### src/rtl/v_counters_4_seq.sv
// Sequencing controller for a load-constant up counter.
// Parks the counter at LOAD_VAL, releases it for LIMIT load-to-terminal
// windows, and tracks every counter value against a shadow count.
module v_counters_4_seq #(
  parameter int               WIDTH    = 4,
  parameter logic [WIDTH-1:0] LOAD_VAL = 4'b1010,
  parameter logic [WIDTH-1:0] TERM_VAL = 4'b1111
) (
  input  logic             C,
  input  logic             R,
  input  logic             START,
  input  logic [3:0]       LIMIT,
  input  logic [WIDTH-1:0] Q,
  output logic             SLOAD,
  output logic             BUSY,
  output logic             DONE,
  output logic             ERR,
  output logic [3:0]       PERIODS
);

  typedef enum logic [1:0] {
    S_IDLE = 2'd0,
    S_RUN  = 2'd1,
    S_FIN  = 2'd2
  } state_t;

  state_t           state_q, state_d;
  logic [WIDTH-1:0] exp_q, exp_d;
  logic [3:0]       lim_q, lim_d;
  logic [3:0]       periods_q, periods_d;
  logic             err_q, err_d;
  logic [3:0]       periods_inc;

  assign periods_inc = periods_q + 4'd1;

  // Next-state logic: start acceptance, shadow-count tracking, window counting.
  always_comb begin
    state_d   = state_q;
    exp_d     = exp_q;
    lim_d     = lim_q;
    periods_d = periods_q;
    err_d     = err_q;
    case (state_q)
      S_IDLE: begin
        // A start is only honoured once the counter is parked at LOAD_VAL.
        if (START && (Q == LOAD_VAL)) begin
          state_d   = S_RUN;
          exp_d     = LOAD_VAL;
          lim_d     = LIMIT;
          periods_d = 4'd0;
          err_d     = 1'b0;
        end
      end
      S_RUN: begin
        if (Q != exp_q) begin
          // Mismatch wins over every other transition; window count is frozen.
          err_d   = 1'b1;
          state_d = S_IDLE;
        end else if (Q != TERM_VAL) begin
          exp_d = exp_q + WIDTH'(1);
        end else begin
          // End of a window: counter reloads on this same edge.
          exp_d     = LOAD_VAL;
          periods_d = periods_inc;
          // Modulo-16 compare makes LIMIT=0 mean sixteen windows.
          if (periods_inc == lim_q) begin
            state_d = S_FIN;
          end
        end
      end
      S_FIN: begin
        state_d = S_IDLE;
      end
      default: begin
        state_d = S_IDLE;
      end
    endcase
  end

  // State and datapath registers with synchronous reset.
  always_ff @(posedge C) begin
    if (R) begin
      state_q   <= S_IDLE;
      exp_q     <= LOAD_VAL;
      lim_q     <= 4'd0;
      periods_q <= 4'd0;
      err_q     <= 1'b0;
    end else begin
      state_q   <= state_d;
      exp_q     <= exp_d;
      lim_q     <= lim_d;
      periods_q <= periods_d;
      err_q     <= err_d;
    end
  end

  // Counter load request: held whenever the counter is not actively released,
  // and at the terminal value so each window restarts from LOAD_VAL.
  always_comb begin
    SLOAD = R || (state_q != S_RUN) || (Q == TERM_VAL);
  end

  assign BUSY    = (state_q == S_RUN);
  assign DONE    = (state_q == S_FIN);
  assign ERR     = err_q;
  assign PERIODS = periods_q;

endmodule

### config.mk
export PLATFORM = sky130hd
export DESIGN_NAME = v_counters_4_seq
export DESIGN_NICKNAME = d
export VERILOG_FILES = /design/src/rtl/v_counters_4_seq.sv
export SDC_FILE = /design/constraint.sdc
export NUM_CORES = 1
export LEC_CHECK = 0
export CORE_MARGIN = 4
export CORE_UTILIZATION = 43
export DETAILED_ROUTE_END_ITERATION = 8
export HOLD_SLACK_MARGIN = 0.08
export PLACE_DENSITY = 0.73
export REMOVE_ABC_BUFFERS = 1
export SYNTH_ARGS = -nofsm -noshare
export SYNTH_HDL_FRONTEND = slang
export SYNTH_SLANG_ARGS = --single-unit
### constraint.sdc
create_clock -name C -period 1.5 [get_ports C]
set_clock_uncertainty 0.2 [all_clocks]
set_input_delay 0.15 -clock C [delete_from_list [all_inputs] [get_ports C]]
set_output_delay 0.15 -clock C [all_outputs]
set_load 0.1 [all_outputs]
### Yosys cells after proc, flatten, opt, wreduce, memory -nomap -nowiden

Index checks and enable logic that the tools add are counted.

| storage, ports and cells | value |
|---|---|
| flip-flop bits (word level) | 15 |
| input port bits | 11 |

| operators by class | value |
|---|---|
| add/subtract/negate cells | 2 |
| equality and inequality tests | 14 |
| multiplexer cells | 16 |
| reductions and logical operators | 10 |

Operator list:

| cell | count |
|---|---|
| 2-to-1 mux 4 bit | 6 |
| case mux 4 bit (2 select lines) | 2 |
| AND reduction 3 bit | 3 |
| adder 4 x 1 -> 4 bit (second input constant) | 2 |
| == test 4 bit (second input constant) | 2 |
| 2-to-1 mux 2 bit | 4 |
| inequality test 2 bit (second input constant) | 3 |
| == test 4 bit | 1 |
| inequality test 2 x 1 -> 1 bit (second input constant) | 2 |
| inequality test 4 bit | 1 |
| inequality test 4 bit (second input constant) | 1 |
| case mux 2 bit (2 select lines) | 1 |
| AND reduction 4 bit | 1 |
| inequality test 3 x 1 -> 1 bit (second input constant) | 1 |
| inequality test 3 bit (second input constant) | 1 |
| == test 2 x 1 -> 1 bit (second input constant) | 1 |
| == test 2 bit (second input constant) | 1 |
| logical NOT 2 bit | 1 |
| logical OR 1 bit | 2 |
| 2-to-1 mux 1 bit | 2 |
| case mux 1 bit (2 select lines) | 1 |
| AND reduction 2 bit | 1 |
| nonzero test 2 bit | 1 |
| logical AND 1 bit | 1 |

### Logic depth before layout (Yosys ltp)

Gate-level depths: netlist of the first run.

| logic depth | value |
|---|---|
| depth in word-level cells | 6 |
| depth in mapped cells | 6 |

### Worst setup path after synthesis of the first run

Ideal clock, no wire load.

| timing path | value |
|---|---|
| path kind | register to register |
| start point | register periods_q[0] (netlist: PERIODS[0]) |
| end point | register state_q[0] |
| setup time | 0.116 ns |
| arrival time | 1.961 ns |
| required time | 1.184 ns |
| slack | -0.776 ns |
| stages on the path, launching flop included | 6 |
| buffers on the path | 0 |
| period minus slack after synthesis | 2.276 ns |
| cells stage by stage | dfxtp_1 -> nand3_1 -> xor2_1 -> xor2_1 -> o2111ai_1 -> and3b_1 |

| on the way | value |
|---|---|
| cells in the longest elaborated chain, start to end | 4 |

Ends and longest elaborated chain:

| element | RTL line | source |
|---|---|---|
| from (decl) | 30 | `logic [3:0] periods_q, periods_d;` |
| from (signal assigned) | 92 | `periods_q <= periods_d;` |
| adder 4 x 1 -> 4 bit | 34 | `assign periods_inc = periods_q + 4'd1;` |
| == test 4 bit | 66 | `if (periods_inc == lim_q) begin` |
| inequality test 3 x 1 -> 1 bit (no source line) | n/a |  |
| AND reduction 3 bit (no source line) | n/a |  |
| to (signal assigned) | 89 | `state_q <= state_d;` |
| to (decl) | 27 | `state_t state_q, state_d;` |

Every way passes these cells.
A chain may end at the register's enable or synchronous reset.

### Final worst setup path of the first run

| timing path | value |
|---|---|
| start point | register state_q[1] |
| end point | register exp_q[2] |

| on the way | value |
|---|---|
| cells in the longest elaborated chain, start to end | 3 |
| elaborated cells on any way between the ends | 7 |
| those cells by class | eq/ne (3); mux (1); reduce/logical (3) |

Ends and longest elaborated chain:

| element | RTL line | source |
|---|---|---|
| == test 2 x 1 -> 1 bit or logical NOT 2 bit (tied branches) | 43 | `case (state_q)` |
| inequality test 2 bit (no source line) or nonzero test 2 bit (tied branches) | n/a |  |
| AND reduction 3 bit (no source line) | n/a |  |
| to (signal assigned) | 90 | `exp_q <= exp_d;` |
| to (decl) | 28 | `logic [WIDTH-1:0] exp_q, exp_d;` |

Parallel ways exist; a longest one is shown, timed or not.

==> results.py, run 1 <==
metrics = {
    "status": {
        "status": "complete, but fails checks",
        "violations": "setup timing",
    },
    "routing": {
        "drtIter0Drc": 49,
        "drc": 0,
        "antenna_left": 0,
        "wl_per_cell_um": 19.0,
        "dr.pass1.iters": 4,
        "vias_per_cell": 5.73,
        "drt-total-wl_um": 3200,
        "via_count": 962,
    },
    "grt": {
        "grt_pass1_wl_um": 5240,
        "antenna_found_initial": 0,
        "grt.met3_usage_pct": 6.12,
        "grtUsageMet1_pct": 34.3,
        "grt_pass1_vias": 1020,
        "grt_max_degree": 11,
        "grt.met2_usage_pct": 46.1,
        "grt.total_usage_pct": 27.4,
        "grt_overflow": 0,
        "busiest_layer": "met2",
    },
    "timing": {
        "post-route-period-util_pct": 112,
        "period_needed_ns": 1.68,
        "relSlewSlack_pct": 80.7,
        "rsz0062_at_grt": "true",
        "hold_violations": 0,
        "whs_ns": 0.214,
        "setup_violations": 18,
        "clock.fmax_ghz": 0.596,
        "max_slew.worst_pin.slew_ns": 0.287,
        "finalMaxSlewViolations": 0,
        "fin_ws_ns": -0.177,
    },
    "synth": {
        "yosys_most_used_dff": "dfxtp_1",
        "async_flop_share_pct": 0,
        "synth_edf_count": 0,
        "yosysUniqueCellTypes": 33,
        "synth_seq_cells": 15,
        "seq_area_frac_synth_pct": 37.7,
        "synth_area_um2": 796,
        "ys_warn_count": 0,
        "synth_area_per_cell_um2": 9.15,
        "syn_inst": 87,
    },
    "pwr": {
        "switching_share_pct": 26.2,
        "power_density_nw_per_um2": 484,
        "p_int_mw": 0.559,
        "seqPwrFrac_pct": 52.4,
        "peakVddDrop_mv": 0.561,
        "switchingPower_mw": 0.198,
        "combPwrFrac_pct": 15.9,
        "cellLeakagePower_nw": 0.645,
        "p_clk_share_pct": 31.8,
        "p_total_mw": 0.757,
    },
    "placed_design": {
        "post-dp-hpwl_um": 1820,
        "io_buffers": 18,
        "place.gp.congestion": 0.848,
        "dp_slack_ns": -0.504,
    },
    "final_layout": {
        "fin_nets": 157,
        "final.fill_count": 79,
        "multi_input_area_um2": 628,
        "drive_above_1_share_pct": 58.7,
        "regArea_um2": 318,
        "area_growth_syn_to_layout_pct": 96.7,
        "antenna_cells": 0,
    },
    "die": {
        "initial_core_util_pct": 45.6,
        "rows": 15,
        "die_h_um": 51.0,
        "die-area_um2": 2600,
        "core_um2": 1750,
        "die_w_um": 51.0,
        "ios": 19,
    },
    "flow_run": {
        "drv_cap": 0,
    },
    "worst_setup_path": {
        "cpMaxStageDelayCell": "dfxtp_2",
        "cp_max_fo": 4,
        "crit_chain": "nor4_4 -> nand4_2 -> o21ai_4 -> o22ai_2 -> a22o_1",
        "required_ns": 1.48,
        "critPathKind": "flop to flop",
        "arrival_ns": 1.66,
        "rrSetupSlack_ns": -0.18,
        "slowest_delay_ns": 0.35,
        "start_kind": "flop",
        "cp-end-kind": "flop",
    },
    "clock_tree": {
        "cts_root_buffer": "clkbuf_4",
        "cts.clk_slew.worst_paths_ns": 0.09,
        "cts-htree-levels": 1,
        "ctsLongestPathBuffers": 2,
        "cts_tree": "done",
        "numCtsBuffers": 3,
        "clock-sinks": 15,
        "clk_latency_ns": 0.29,
    },
    "min_path": {
        "min_path_type": "input port to flop",
    },
}
## through the flow
step                      setup TNS (ns)  area, um^2  std cells  util, %
after global routing               -2.91        1570        168     89.7
after CTS                          -1.03        1540        166     88.2
after floorplan                    -6.30         785         85        -
after global placement             -5.44        1270        154     72.8
final                              -1.81        1570        168     89.7
after detailed placement           -6.49        1270        154     72.8
## registers in the layout (all words and copies together) (netlist names)
signal	cells
PERIODS	4
exp_q	4
ERR	1
lim_q	4
state_q	2
## critical path: cells and delay by family, from the launching register on
| kind | cells | cell delay, ns |
|---|---|---|
| flops | 1 | 0.35 |
| simple gates | 2 | 0.52 |
| compound gates | 3 | 0.50 |
## cells in the mapped netlist (all sizes together) (2+ instances only)
cell | number | area, um^2
a21oi | 5 | 25.0
a22o | 2 | 17.5
dfxtp | 15 | 300
ha | 2 | 25.0
mux2i | 2 | 20.0
nand2 | 11 | 41.3
nand3b | 3 | 22.5
nand4 | 3 | 31.3
nor2 | 11 | 41.3
nor3b | 2 | 15.0
o21ai | 5 | 28.8
xnor2 | 6 | 52.6
xor2 | 3 | 26.3
## cells in the final DEF, fill, tap and decap left out, types with 2 or more instances in the layout
| master | synthesis | routed |
|---|---|---|
| nand2_1 | 11 | 7 |
| dlygate4sd2_1 | 0 | 4 |
| xor2_1 | 3 | 2 |
| nand3b_1 | 3 | 3 |
| nor2_2 | 0 | 2 |
| clkdlybuf4s50_1 | 0 | 6 |
| a21oi_2 | 0 | 2 |
| xnor2_1 | 6 | 2 |
| dfxtp_1 | 15 | 7 |
| buf_6 | 0 | 8 |
| buf_4 | 1 | 28 |
| o21ai_1 | 1 | 3 |
| nor2_1 | 11 | 8 |
| dfxtp_4 | 0 | 3 |
| nand2_2 | 0 | 3 |
| buf_12 | 0 | 8 |
| xnor2_2 | 0 | 4 |
| clkbuf_4 | 0 | 3 |
| dfxtp_2 | 0 | 5 |
| a21oi_1 | 5 | 3 |
| mux2i_1 | 2 | 2 |
| a22o_1 | 2 | 2 |
## path summary, 6_finish.rpt
path                            cells after the start               endpoint                    start
worst min-delay path                                3  lim_q[1]$_SDFFE_PP0P_                 LIMIT[1]
worst max register to register                      5  exp_q[2]$_SDFFE_PP0P_  state_q[1]$_SDFFE_PP0P_
worst min register to register                      2  lim_q[3]$_SDFFE_PP0P_    lim_q[3]$_SDFFE_PP0P_
worst max-delay path                                5  exp_q[2]$_SDFFE_PP0P_  state_q[1]$_SDFFE_PP0P_
## metal layers
| layer | vias to the layer above | part of all wire (%) |
|---|---|---|
| li1 | 425 | - |
| met2 | 66 | 49 |
| met1 | 457 | 40 |
| met3 | 14 | 7.9 |
| met5 | - | 0 |
| met4 | 0 | 3.3 |
## power by group through the flow
stage	clock network (mW)	registers [mW]	logic, mW
6_report	0.240	0.397	0.120
5_1_grt	0.258	0.397	0.126
4_1_cts	0.245	0.398	0.113
3_5_place_dp	0	0.411	0.0923
3_3_place_gp	0	0.411	0.0892
2_1_floorplan	0	0.413	0.0265
## kinds of logic (layout without fill, tap and decap cells)
kind of cell	count (synthesis)	count (layout)	synth area share [%]
multiplexers	2	2	2.52
adder cells (fa/ha/maj)	2	2	3.14
AO/OA/AOI/OAI	19	19	19.0
flip-flops	15	15	37.7
buffers and inverters	3	59	1.89
XOR/XNOR	9	9	9.91
AND/OR/NAND/NOR	37	37	25.8
## layout make-up
| type | instances | share of cell area, % |
|---|---|---|
| clock buffer | 4 | 1.68 |
| inverter | 1 | 0.400 |
| multi-input combinational | 69 | 40.1 |
| sequential | 15 | 20.3 |
| tap | 25 | 2.00 |
| timing repair buffer | 54 | 35.5 |
## timing repair
item	in CTS	in global routing
setup buffers	8	2
gates resized for setup	53	3
cloned	0	0
endpoints found under the setup margin	18	18
hold buffers	0	0
pin swaps	25	2
Note: power is estimated with default switching activity, not from simulation.
==> run 2, diff against run 1 <==
- GPL_ROUTABILITY_DRIVEN: default -> 0
==> results of run 2 <==
Same layout as run 1: the final DEF is identical, and so are final timing and power.
==> run 3, diff against run 2 <==
- SKIP_CTS_REPAIR_TIMING: default -> 1
==> run 3 against run 2 <==
The flow still finishes with violations (setup timing). Non-clock buffer count shrank 1. Via count grew 0.94%. Highest routed layer unchanged. Critical path depth is the same. Critical endpoint unchanged. Largest power group unchanged.
==> results.py, run 3 (synthesis results as in run 1) <==
metrics = {
    "status": {
        "status": "complete, but fails checks",
        "violations": "setup timing",
    },
    "timing": {
        "setup_violations": 18,
        "fin_ws_ns": -0.248,
        "post-route-period-util_pct": 117,
        "finalMaxSlewViolations": 0,
        "relSlewSlack_pct": 78.9,
        "hold_violations": 0,
        "rsz0062_at_grt": "true",
        "fin_tns_setup_ns": -2.59,
        "period_needed_ns": 1.75,
        "max_slew.worst_pin.slew_ns": 0.316,
        "clock.fmax_ghz": 0.572,
    },
    "min_path": {
        "min_path_type": "input port to flop",
    },
    "routing": {
        "vias_per_cell": 5.81,
        "via_count": 971,
        "drt-total-wl_um": 3490,
        "drtIter0Drc": 50,
        "antenna_left": 0,
        "dr.pass1.iters": 4,
        "drc": 0,
        "wl_per_cell_um": 20.9,
    },
    "final_layout": {
        "final.fill_count": 70,
        "final_common_cell": "buf_4",
        "fin_nets": 156,
        "final_cell_mix": "buf_4, dfxtp_1, nor2_1, buf_12, buf_6",
        "drive_above_1_share_pct": 57.7,
        "area_growth_syn_to_layout_pct": 98.4,
        "fin_util_pct": 90.5,
        "final_area_um2": 1580,
        "antenna_cells": 0,
        "fin_cells": 167,
    },
    "grt": {
        "grt_pass1_wl_um": 3820,
        "grt_pass1_vias": 863,
        "grt_max_degree": 11,
        "grt_overflow": 0,
        "antenna_found_initial": 0,
        "grt.total_usage_pct": 19.2,
    },
    "pwr": {
        "power_density_nw_per_um2": 481,
        "seqPwrFrac_pct": 52.2,
        "p_int_mw": 0.560,
        "switchingPower_mw": 0.199,
        "switching_share_pct": 26.2,
        "peakVddDrop_mv": 0.595,
        "combPwrFrac_pct": 16.2,
        "cellLeakagePower_nw": 0.675,
        "p_clk_share_pct": 31.6,
    },
    "worst_setup_path": {
        "rrSetupSlack_ns": -0.25,
        "arrival_ns": 1.73,
        "cpMaxStageDelayCell": "dfxtp_4",
        "slowest_delay_ns": 0.38,
        "start_kind": "flop",
        "cp-end-kind": "flop",
        "cp_max_fo": 4,
        "required_ns": 1.48,
        "crit_chain": "nor4_4 -> nand4_2 -> o21ai_4 -> o22ai_2 -> a22o_1",
        "critPathKind": "flop to flop",
    },
    "clock_tree": {
        "cts-htree-levels": 1,
        "clock-sinks": 15,
        "clk_latency_ns": 0.29,
        "cts.clk_slew.worst_paths_ns": 0.09,
        "cts_tree": "done",
        "cts_root_buffer": "clkbuf_4",
        "numCtsBuffers": 3,
        "ctsLongestPathBuffers": 2,
    },
    "die": {
        "die-area_um2": 2600,
        "die_h_um": 51.0,
        "rows": 15,
        "core_um2": 1750,
        "ios": 19,
        "die_w_um": 51.0,
        "initial_core_util_pct": 45.6,
    },
    "placed_design": {
        "dp_slack_ns": -0.504,
        "dp_cells": 154,
        "io_buffers": 18,
        "post-dp-hpwl_um": 1820,
        "placed_area_um2": 1270,
    },
    "flow_run": {
        "drv_cap": 0,
    },
}
[run 3: cell types whose count changed in the layout (fill, tap and decap cells not counted), sizes merged]
cell          before  now
dlygate4sd2        4    0
buf               44   43
dlymetal6s2s       0    4
[run 3: cell type report]
class | instances | area [um^2] | area share, %
Inverter | 1 | 6.26 | 0.396
Clock buffer | 4 | 26.3 | 1.66
Sequential cell | 15 | 313 | 19.8
Multi-Input combinational cell | 69 | 643 | 40.7
Timing Repair Buffer | 53 | 559 | 35.4
Tap cell | 25 | 31.3 | 1.98
[run 3: per-stage QoR]
stage               power [mW]  hold slack [ns]
floorplan                0.440           0.0191
global placement         0.500            0.260
detailed placement       0.503            0.271
CTS                      0.740            0.206
global route             0.779            0.235
finish                   0.759            0.218
[run 3: per-layer routing]
layer / vias up / track usage, % / wire length [um]
li1: 426 / - / -
met1: 462 / 23.4 / 1400
met2: 67 / 34.1 / 1700
met3: 16 / 5.83 / 266
met4: 0 / 1.79 / 132
met5: - / 0 / 0
[run 3: final timing paths]
kind	start	endpoint	cells past startpoint
setup / recovery	state_q[1]$_SDFFE_PP0P_	exp_q[2]$_SDFFE_PP0P_	5
hold / removal	LIMIT[0]	lim_q[0]$_SDFFE_PP0P_	3
setup reg to reg	state_q[1]$_SDFFE_PP0P_	exp_q[2]$_SDFFE_PP0P_	5
hold reg to reg	lim_q[1]$_SDFFE_PP0P_	lim_q[1]$_SDFFE_PP0P_	2
[run 3: worst max-delay path, delay by kind of cell, from the launching register on]
family	cells	cell delay, ns
flops	1	0.38
compound gates	3	0.52
simple gates	2	0.54
[run 3: power by group through the flow]
stage               Combinational, mW  Sequential, mW  Clock [mW]
floorplan                      0.0265           0.413           0
global placement               0.0892           0.411           0
detailed placement             0.0923           0.411           0
CTS                            0.0925           0.402       0.245
global route                    0.128           0.397       0.254
finish                          0.123           0.397       0.240
